### src/rtl/game_timer_if.sv
// Control/status bundle between the game logic, display driver and the countdown clock.
interface game_timer_if;
  logic        tick;
  logic        start;
  logic        pause;
  logic        load;
  logic [15:0] load_bcd;
  logic [15:0] digits;
  logic        running;
  logic        warning;
  logic        expired;
  logic        done;
  logic        load_err;

  modport master (
    output tick, start, pause, load, load_bcd,
    input  digits, running, warning, expired, done, load_err
  );

  modport slave (
    input  tick, start, pause, load, load_bcd,
    output digits, running, warning, expired, done, load_err
  );
endinterface

### src/rtl/game_timer.sv
// Countdown MM:SS game clock in BCD, driven by an external tick enable.
// Flags low time while running and pulses once when 00:00 is reached.
module game_timer #(
  parameter int unsigned TICKS_PER_SEC = 100,
  parameter int unsigned WARN_SEC      = 10
) (
  input logic        clk,
  input logic        reset,
  game_timer_if.slave bus
);

  typedef enum logic [1:0] {StIdle, StRun, StPause, StExpired} state_e;

  localparam logic [15:0] PrescMax = 16'(TICKS_PER_SEC - 1);
  localparam logic [6:0]  WarnSec  = 7'(WARN_SEC);

  state_e      state_q, state_d;
  logic [15:0] digits_q, digits_d;
  logic [15:0] presc_q, presc_d;
  logic        expired_q, expired_d;
  logic        load_err_q, load_err_d;
  logic        load_valid;
  logic [15:0] digits_dec;
  logic [6:0]  sec_val;

  // One-second BCD decrement; 00:00 never reaches here in RUN.
  function automatic logic [15:0] bcd_dec(input logic [15:0] v);
    logic [15:0] r;
    r = v;
    if (v[3:0] != 4'd0) begin
      r[3:0] = v[3:0] - 4'd1;
    end else begin
      r[3:0] = 4'd9;
      if (v[7:4] != 4'd0) begin
        r[7:4] = v[7:4] - 4'd1;
      end else begin
        r[7:4] = 4'd5;
        if (v[11:8] != 4'd0) begin
          r[11:8] = v[11:8] - 4'd1;
        end else begin
          r[11:8]  = 4'd9;
          r[15:12] = v[15:12] - 4'd1;
        end
      end
    end
    return r;
  endfunction

  always_ff @(posedge clk or posedge reset) begin
    if (reset) begin
      state_q    <= StIdle;
      digits_q   <= 16'h0000;
      presc_q    <= 16'h0000;
      expired_q  <= 1'b0;
      load_err_q <= 1'b0;
    end else begin
      state_q    <= state_d;
      digits_q   <= digits_d;
      presc_q    <= presc_d;
      expired_q  <= expired_d;
      load_err_q <= load_err_d;
    end
  end

  assign load_valid = (bus.load_bcd[15:12] <= 4'd9) && (bus.load_bcd[11:8] <= 4'd9) &&
                      (bus.load_bcd[7:4] <= 4'd5) && (bus.load_bcd[3:0] <= 4'd9);
  assign digits_dec = bcd_dec(digits_q);

  always_comb begin
    state_d    = state_q;
    digits_d   = digits_q;
    presc_d    = presc_q;
    expired_d  = 1'b0;
    load_err_d = 1'b0;
    if (bus.load && state_q != StRun) begin
      if (load_valid) begin
        digits_d = bus.load_bcd;
        presc_d  = 16'h0000;
        state_d  = StIdle;
      end else begin
        load_err_d = 1'b1;
      end
    end else if (state_q == StRun) begin
      if (bus.pause) begin
        state_d = StPause;
      end
      // A tick coincident with pause still counts, and expiry overrides the pause.
      if (bus.tick) begin
        if (presc_q == PrescMax) begin
          presc_d  = 16'h0000;
          digits_d = digits_dec;
          if (digits_dec == 16'h0000) begin
            state_d   = StExpired;
            expired_d = 1'b1;
          end
        end else begin
          presc_d = presc_q + 16'd1;
        end
      end
    end else if (bus.start && (state_q == StIdle || state_q == StPause) &&
                 digits_q != 16'h0000) begin
      state_d = StRun;
    end
  end

  always_comb begin
    sec_val      = 7'({3'b000, digits_q[7:4]} * 7'd10) + {3'b000, digits_q[3:0]};
    bus.digits   = digits_q;
    bus.running  = (state_q == StRun);
    bus.done     = (state_q == StExpired);
    bus.warning  = (state_q == StRun) && (digits_q[15:8] == 8'h00) && (sec_val <= WarnSec);
    bus.expired  = expired_q;
    bus.load_err = load_err_q;
  end

endmodule

### src/flat_wrapper.sv
// flat-port wrapper written by rule: the top's interface ports become plain ports
module game_timer_flat 
#(
  parameter int unsigned TICKS_PER_SEC = 100,
  parameter int unsigned WARN_SEC      = 10
)
  (clk, reset, bus_tick, bus_start, bus_pause, bus_load, bus_load_bcd, bus_digits, bus_running, bus_warning, bus_expired, bus_done, bus_load_err);
  game_timer_if bus_i ();
  input logic clk;
  input logic reset;
  input wire logic [$bits(bus_i.tick)-1:0] bus_tick;
  input wire logic [$bits(bus_i.start)-1:0] bus_start;
  input wire logic [$bits(bus_i.pause)-1:0] bus_pause;
  input wire logic [$bits(bus_i.load)-1:0] bus_load;
  input wire logic [$bits(bus_i.load_bcd)-1:0] bus_load_bcd;
  output wire logic [$bits(bus_i.digits)-1:0] bus_digits;
  output wire logic [$bits(bus_i.running)-1:0] bus_running;
  output wire logic [$bits(bus_i.warning)-1:0] bus_warning;
  output wire logic [$bits(bus_i.expired)-1:0] bus_expired;
  output wire logic [$bits(bus_i.done)-1:0] bus_done;
  output wire logic [$bits(bus_i.load_err)-1:0] bus_load_err;
  assign bus_i.tick = bus_tick;
  assign bus_i.start = bus_start;
  assign bus_i.pause = bus_pause;
  assign bus_i.load = bus_load;
  assign bus_i.load_bcd = bus_load_bcd;
  assign bus_digits = bus_i.digits;
  assign bus_running = bus_i.running;
  assign bus_warning = bus_i.warning;
  assign bus_expired = bus_i.expired;
  assign bus_done = bus_i.done;
  assign bus_load_err = bus_i.load_err;
  game_timer #(.TICKS_PER_SEC(TICKS_PER_SEC), .WARN_SEC(WARN_SEC)) u_core (.clk(clk), .reset(reset), .bus(bus_i));
endmodule
### config.mk
export PLATFORM = sky130hd
export DESIGN_NAME = game_timer_flat
export DESIGN_NICKNAME = d
export VERILOG_FILES = /design/src/rtl/game_timer_if.sv /design/src/rtl/game_timer.sv /design/src/flat_wrapper.sv
export SDC_FILE = /design/constraint.sdc
export NUM_CORES = 1
export LEC_CHECK = 0
export CAP_MARGIN = 0
export CORE_MARGIN = 1.5
export CORE_UTILIZATION = 57
export CTS_CLUSTER_SIZE = 20
export DETAILED_ROUTE_END_ITERATION = 8
export PLACE_DENSITY = 0.89
export SLEW_MARGIN = 20
export SYNTH_ARGS = -nofsm -noshare
export SYNTH_HDL_FRONTEND = slang
export SYNTH_SLANG_ARGS = --single-unit
### constraint.sdc
create_clock -name clk -period 3.7 [get_ports clk]
set_input_delay 0.925 -clock clk [delete_from_list [all_inputs] [get_ports clk]]
set_output_delay 0.925 -clock clk [all_outputs]
set_load 0.02 [all_outputs]
==> impl_metrics.json, run 1 <==
{
  "routedWlPerCell_um": 16.46,
  "p_comb_share_pct": 53.4,
  "synth.avg_cell_area_um2": 8.667,
  "cts_root_buf": "clkbuf_8",
  "rrSetupSlack_ns": 1.39,
  "synthCells": 287,
  "cts.sinks": 36,
  "ant_nets": 0,
  "cp_top_family": "adder cells",
  "cp.depth": 9,
  "critical-path-max-stage-delay_ns": 0.39,
  "sw_frac_of_total_pct": 43.92,
  "r2r-end": "u_core.bus.digits[13]$_DFFE_PP0P_",
  "synth_ff_type": "dfrtp_1",
  "crit_end": "bus_warning",
  "seq_power_share_pct": 31.7,
  "synth_compound_area_share_pct": 21.68,
  "fmax_mhz": 293.7,
  "row_count": 23,
  "hp-class": "flip-flop to flip-flop",
  "synth_xor_xnor_area_share_pct": 2.465,
  "ios": 43,
  "cp_common_cell": "ha_1",
  "clk_latency_ns": 0.29,
  "grt_max_degree": 37,
  "tns_ns": 0,
  "viasPerCell": 6.259,
  "fin_ws_ns": 0.2946,
  "ys_seq_area_share_pct": 36.22,
  "final_nets": 369,
  "area_delta_synth_final_pct": 23.94,
  "yosysTopAreaCell": "dfrtp_1",
  "h-tree-depth": 2,
  "clockBufferDepth": 2,
  "skew_ns": 0.004475,
  "cp_data_required_time_ns": 2.77,
  "maxSlewViolCount": 0,
  "synthMuxAreaShare_pct": 1.610,
  "synth_top_area_share_pct": 36.22,
  "relSlewSlack_pct": 53.03,
  "fin_crit_ns": 3.405,
  "intPower_mw": 1.168,
  "final_hold_viol_count": 0,
  "antennaDiodeCount": 0,
  "post-dp-hpwl_mm": 4.665,
  "drtIter0Drc": 223,
  "synth_common_cells": "dfrtp_1 (36), o21ai_0 (29), a21oi_1 (26)",
  "grt_util_all_layers_pct": 27.06,
  "grt_pass1_vias": 2283,
  "synth_cell_types": 57,
  "post-route-period-util_pct": 92.04,
  "start_kind": "flip-flop",
  "overflow": 0,
  "slowest_stage": "dfrtp_1",
  "antenna_found_initial": 0,
  "worstPathCellList": "ha_1 > ha_1 > inv_1 > fa_1 > xnor2_1 > nor3_1 > o21ai_0 > a221oi_1 > clkbuf_2",
  "hold_buffers": 0,
  "core_mm2": 0.004086,
  "synth_fa_ha_area_share_pct": 6.137,
  "synth_top_family_by_area": "simple AND/OR/NAND/NOR gates",
  "cp-startpoint": "u_core.bus.digits[5]$_DFFE_PP0P_",
  "cp_max_fo": 3,
  "powerDensity_mw_per_mm2": 675.6,
  "vias": 2416,
  "grt_pass1_wl_mm": 10.57,
  "drt_first_pass_iters": 5,
  "place.gp.congestion": 0.9964,
  "fillCellCount": 303,
  "synth_warnings": 0,
  "status": "completed",
  "postCtsSetupRepairBufs": 0,
  "ys_seq_elements": 36,
  "io_buffers": 42,
  "ys_async_sr_fraction_pct": 100.0,
  "die_width_um": 69.06,
  "syn-cell-area_mm2": 0.002487,
  "path_class": "flip-flop to primary output",
  "synth_simple_gate_area_share_pct": 26.81,
  "reg2regPathDepth": 6,
  "p_sw_uw": 914.9,
  "ir_worst_vdd_mv": 0.4512,
  "start_util_pct": 60.87,
  "drive_gt1_share_pct": 10.12,
  "detailedPlace.worstSlack_ns": 0.1610,
  "p_leak_nw": 1.255,
  "yosysMostFrequentCell": "dfrtp_1",
  "cp_num_buf_inv": 2,
  "synth-edff-count": 0,
  "cts_tree": "built",
  "finalSetupViolCount": 0,
  "die_h_um": 69.06,
  "timing.rr.start": "u_core.presc_q[0]$_DFFE_PP0P_",
  "numCtsBuffers": 5,
  "finalWirelength_mm": 6.354,
  "clkPwrFrac_pct": 14.9,
  "syn_nets": 320,
  "arrival_ns": 2.48,
  "clk_pin_slew_worst_paths_ns": 0.07,
  "drc": 0,
  "tightestPinTransition_ns": 0.6987,
  "grt_setup_unrepaired": "false",
  "synth_area_leaders": "dfrtp_1 (36%), o21ai_0 (5.8%), a21oi_1 (5.2%)",
  "crit_path_end_kind": "primary output",
  "die_area_mm2": 0.004769,
  "drv_cap": 0
}
## cell families after synthesis
group,count (synthesis)
multiplexers,4
XOR/XNOR,7
buffers and inverters,27
adder cells (fa/ha/maj),11
flip-flops,36
AND/OR/NAND/NOR,112
AO/OA/AOI/OAI,90
## layout by cell type, fill, tap and decap left out, types with 6 or more instances in the layout
cell type        count
nand4_1             13
o21ai_1              6
a21oi_1             26
nand2_1             19
clkbuf_8             7
buf_4               12
ha_1                 9
clkdlybuf4s50_1     41
inv_1               15
nor3_1               8
nor2_1              22
dfrtp_1             35
o21ai_0             29
## state kept, by name (all words and copies together), names as in the netlist
name,cells
u_core.bus.load_err,1
u_core.bus.expired,1
u_core.state_q,2
u_core.presc_q,16
u_core.bus.digits,16
## worst min path at each step
stage	slack (ns)	to	cells past startpoint	from
floorplan	0.49	u_core.presc_q[1]$_DFFE_PP0P_	2	u_core.presc_q[1]$_DFFE_PP0P_
global placement	0.52	u_core.presc_q[0]$_DFFE_PP0P_	1	u_core.presc_q[0]$_DFFE_PP0P_
detailed placement	0.53	u_core.presc_q[0]$_DFFE_PP0P_	1	u_core.presc_q[0]$_DFFE_PP0P_
CTS	0.54	u_core.presc_q[0]$_DFFE_PP0P_	1	u_core.presc_q[0]$_DFFE_PP0P_
global route	0.55	u_core.presc_q[0]$_DFFE_PP0P_	1	u_core.presc_q[0]$_DFFE_PP0P_
finish	0.54	u_core.presc_q[0]$_DFFE_PP0P_	1	u_core.presc_q[0]$_DFFE_PP0P_
## metal layers
metal,up-vias,GRT usage (%),share of wire [%]
met5,-,0,0
met4,0,10.02,1.4
met3,9,5.263,7.3
met2,102,43.16,47
met1,1144,36.57,44
li1,1161,-,-
## timing repair
item | 4_1_cts | 5_1_grt
cloned | 0 | 0
setup endpoints to repair | 1 | 1
gates resized for setup | 1 | 4
## metrics by stage
step / cells / instance area (um^2) / hold WS, ns / utilization (%) / total power [mW]
after global routing: 386 / 3083 / 0.5533 / 75.44 / 2.223
after global placement: 379 / 2990 / 0.5151 / 73.18 / 1.722
after floorplan: 287 / 2487 / 0.4903 / - / 1.370
after CTS: 386 / 3085 / 0.5377 / 75.51 / 2.075
final: 386 / 3083 / 0.5354 / 75.44 / 2.083
after detailed placement: 379 / 2990 / 0.5274 / 73.18 / 1.760
## cell type report
cell class | instances | area (um^2) | share of cell area [%]
timing repair buffer | 54 | 505.5 | 16.40
sequential | 36 | 902.1 | 29.26
multi-input combinational | 224 | 1460 | 47.36
tap | 50 | 62.56 | 2.029
clock buffer | 7 | 96.34 | 3.125
inverter | 15 | 56.30 | 1.826
## power groups by stage
stage	combinational [mW]	sequential, mW	clock [mW]
after global placement	1.06	0.657	0
after floorplan	0.626	0.744	0
after detailed placement	1.10	0.664	0
after global routing	1.22	0.681	0.323
final	1.11	0.660	0.311
after CTS	1.11	0.658	0.309
Power figures use the tool's default switching activity.
==> run 2, diff against run 1 <==
--- a/config.mk
+++ b/config.mk
@@ -10,7 +10,7 @@
 export CORE_UTILIZATION = 57
 export CTS_CLUSTER_SIZE = 20
 export DETAILED_ROUTE_END_ITERATION = 8
-export PLACE_DENSITY = 0.89
+export PLACE_DENSITY = 0.93
 export SLEW_MARGIN = 20
 export SYNTH_ARGS = -nofsm -noshare
 export SYNTH_HDL_FRONTEND = slang
==> run 2 against run 1 <==
  * Sequential cell count is the same
  * First-iteration DRC count rose by 22%
  * Critical endpoint unchanged
  * Clock power grew 11%
  * Routed wire length up 7.9%
  * Global-route usage grew 2.0 points
  * Combinational power about the same
  * Utilization grew 0.092 points
  * Power rose by 2.4%
  * Fmax is 4.1% lower
  * Sequential share of layout area barely moved
  * Highest routed layer unchanged
  * Worst setup slack lost 0.15 ns
==> impl_metrics.json, run 2 (synthesis gave the netlist of run 1 again) <==
{
  "status": "completed",
  "die_h_um": 69.06,
  "row_count": 23,
  "hp-class": "flip-flop to flip-flop",
  "arrival_ns": 2.63,
  "ant_nets": 0,
  "drtIter0Drc": 271,
  "post-route-period-util_pct": 95.99,
  "final_hold_viol_count": 0,
  "detailedPlace.worstSlack_ns": 0.03910,
  "layout_common_cells": "clkdlybuf4s50_1 (41), dfrtp_1 (35), o21ai_0 (29), a21oi_1 (26), nor2_1 (22)",
  "cts.sinks": 36,
  "place_area_mm2": 0.002983,
  "final_nets": 368,
  "cts_root_buf": "clkbuf_8",
  "viasPerCell": 6.528,
  "h-tree-depth": 2,
  "hold_buffers": 0,
  "p_leak_nw": 1.254,
  "die_area_mm2": 0.004769,
  "final_area_mm2": 0.003087,
  "cts_tree": "built",
  "fmax_mhz": 281.6,
  "tightestPinTransition_ns": 0.7520,
  "grt_pass1_vias": 2364,
  "grt_pass1_wl_mm": 11.23,
  "layout_commonest_cell": "clkdlybuf4s50_1",
  "clk_latency_ns": 0.29,
  "die_width_um": 69.06,
  "place.gp.congestion": 0.9551,
  "layout.cells.non_filler": 386,
  "drt_first_pass_iters": 5,
  "relSlewSlack_pct": 49.45,
  "numCtsBuffers": 5,
  "antenna_found_initial": 0,
  "grt_setup_unrepaired": "false",
  "ios": 43,
  "p_total_mw": 2.132,
  "skew_ns": 0.004471,
  "wl_met1_mm": 2.749,
  "finalSetupViolCount": 0,
  "cp_data_required_time_ns": 2.77,
  "ir_worst_vdd_mv": 0.4444,
  "multi_input_area_mm2": 0.001460,
  "drc": 0,
  "wl_met3_um": 594,
  "post-dp-hpwl_mm": 4.945,
  "maxSlewViolCount": 0,
  "antennaDiodeCount": 0,
  "vias": 2520,
  "whs_ns": 0.5667,
  "fillCellCount": 310,
  "finalWirelength_mm": 6.855,
  "io_buffers": 42,
  "drive_gt1_share_pct": 9.821,
  "crit_path_end_kind": "primary output",
  "regArea_um2": 902.1,
  "cp_max_fo": 3,
  "dp_cells": 378,
  "clockBufferDepth": 2,
  "core_mm2": 0.004086,
  "wl_met2_mm": 3.377,
  "drv_cap": 0,
  "routedWlPerCell_um": 17.76,
  "highest_layer": "met4",
  "grt_max_degree": 37,
  "powerDensity_mw_per_mm2": 690.8,
  "area_delta_synth_final_pct": 24.09,
  "start_util_pct": 60.87,
  "clk_pin_slew_worst_paths_ns": 0.07,
  "overflow": 0,
  "fin_crit_ns": 3.552,
  "grt_util_all_layers_pct": 29.08,
  "start_kind": "flip-flop",
  "final_util_pct": 75.54,
  "path_class": "flip-flop to primary output",
  "tns_ns": 0,
  "fin_ws_ns": 0.1483
}
run 2: cell types whose count changed in the layout (fill, tap and decap cells not counted):
| cell | previous run | this run |
|---|---|---|
| buf_4 | 12 | 11 |
| clkinv_2 | 0 | 1 |
| clkbuf_1 | 0 | 1 |
| clkbuf_8 | 7 | 5 |
| bufinv_16 | 0 | 1 |
run 2: final cells by class:
type	count	area share, %
multi-input combinational	224	47.30
sequential	36	29.23
timing repair buffer	53	16.13
clock buffer	6	2.351
tap	50	2.027
inverter	15	1.824
clock inverter	2	1.135
run 2: what timing repair did:
action / CTS / global route
gates resized for setup: 1 / 4
endpoints found under the setup margin: 1 / 1
hold endpoints to repair: 0 / 0
buffers inserted: 0 / 0
pin swaps: 0 / 0
run 2: critical path: stages (launching register included):
cell,delay (ns)
dfrtp_1,0.39
ha_1,0.29
ha_1,0.16
inv_1,0.07
fa_1,0.37
xnor2_1,0.18
nor3_1,0.18
o21ai_0,0.13
a221oi_1,0.34
clkbuf_2,0.23
run 2: worst paths after layout:
check,startpoint,to,slack [ns],cells after the start
worst min-delay path,u_core.bus.digits[13]$_DFFE_PP0P_,u_core.bus.digits[13]$_DFFE_PP0P_,0.57,1
max in group asynchronous,reset,u_core.bus.digits[4]$_DFFE_PP0P_,2.30,3
worst min register to register,u_core.bus.digits[13]$_DFFE_PP0P_,u_core.bus.digits[13]$_DFFE_PP0P_,0.57,1
worst max-delay path,u_core.bus.digits[7]$_DFFE_PP0P_,bus_warning,0.15,9
min in group asynchronous,reset,u_core.bus.load_err$_DFF_PP0_,1.05,3
worst max register to register,u_core.presc_q[0]$_DFFE_PP0P_,u_core.bus.digits[9]$_DFFE_PP0P_,1.25,7
run 2: routing by layer:
layer | track usage [%] | vias to the layer above
li1 | - | 1159
met1 | 40.32 | 1211
met2 | 45.30 | 133
met3 | 4.971 | 17
met4 | 11.55 | 0
met5 | 0 | -
run 2: power breakdown:
| group | switching [mW] | internal, mW |
|---|---|---|
| clock network | 0.145 | 0.200 |
| logic | 0.630 | 0.490 |
| registers | 0.161 | 0.507 |
| total | 0.936 | 1.20 |
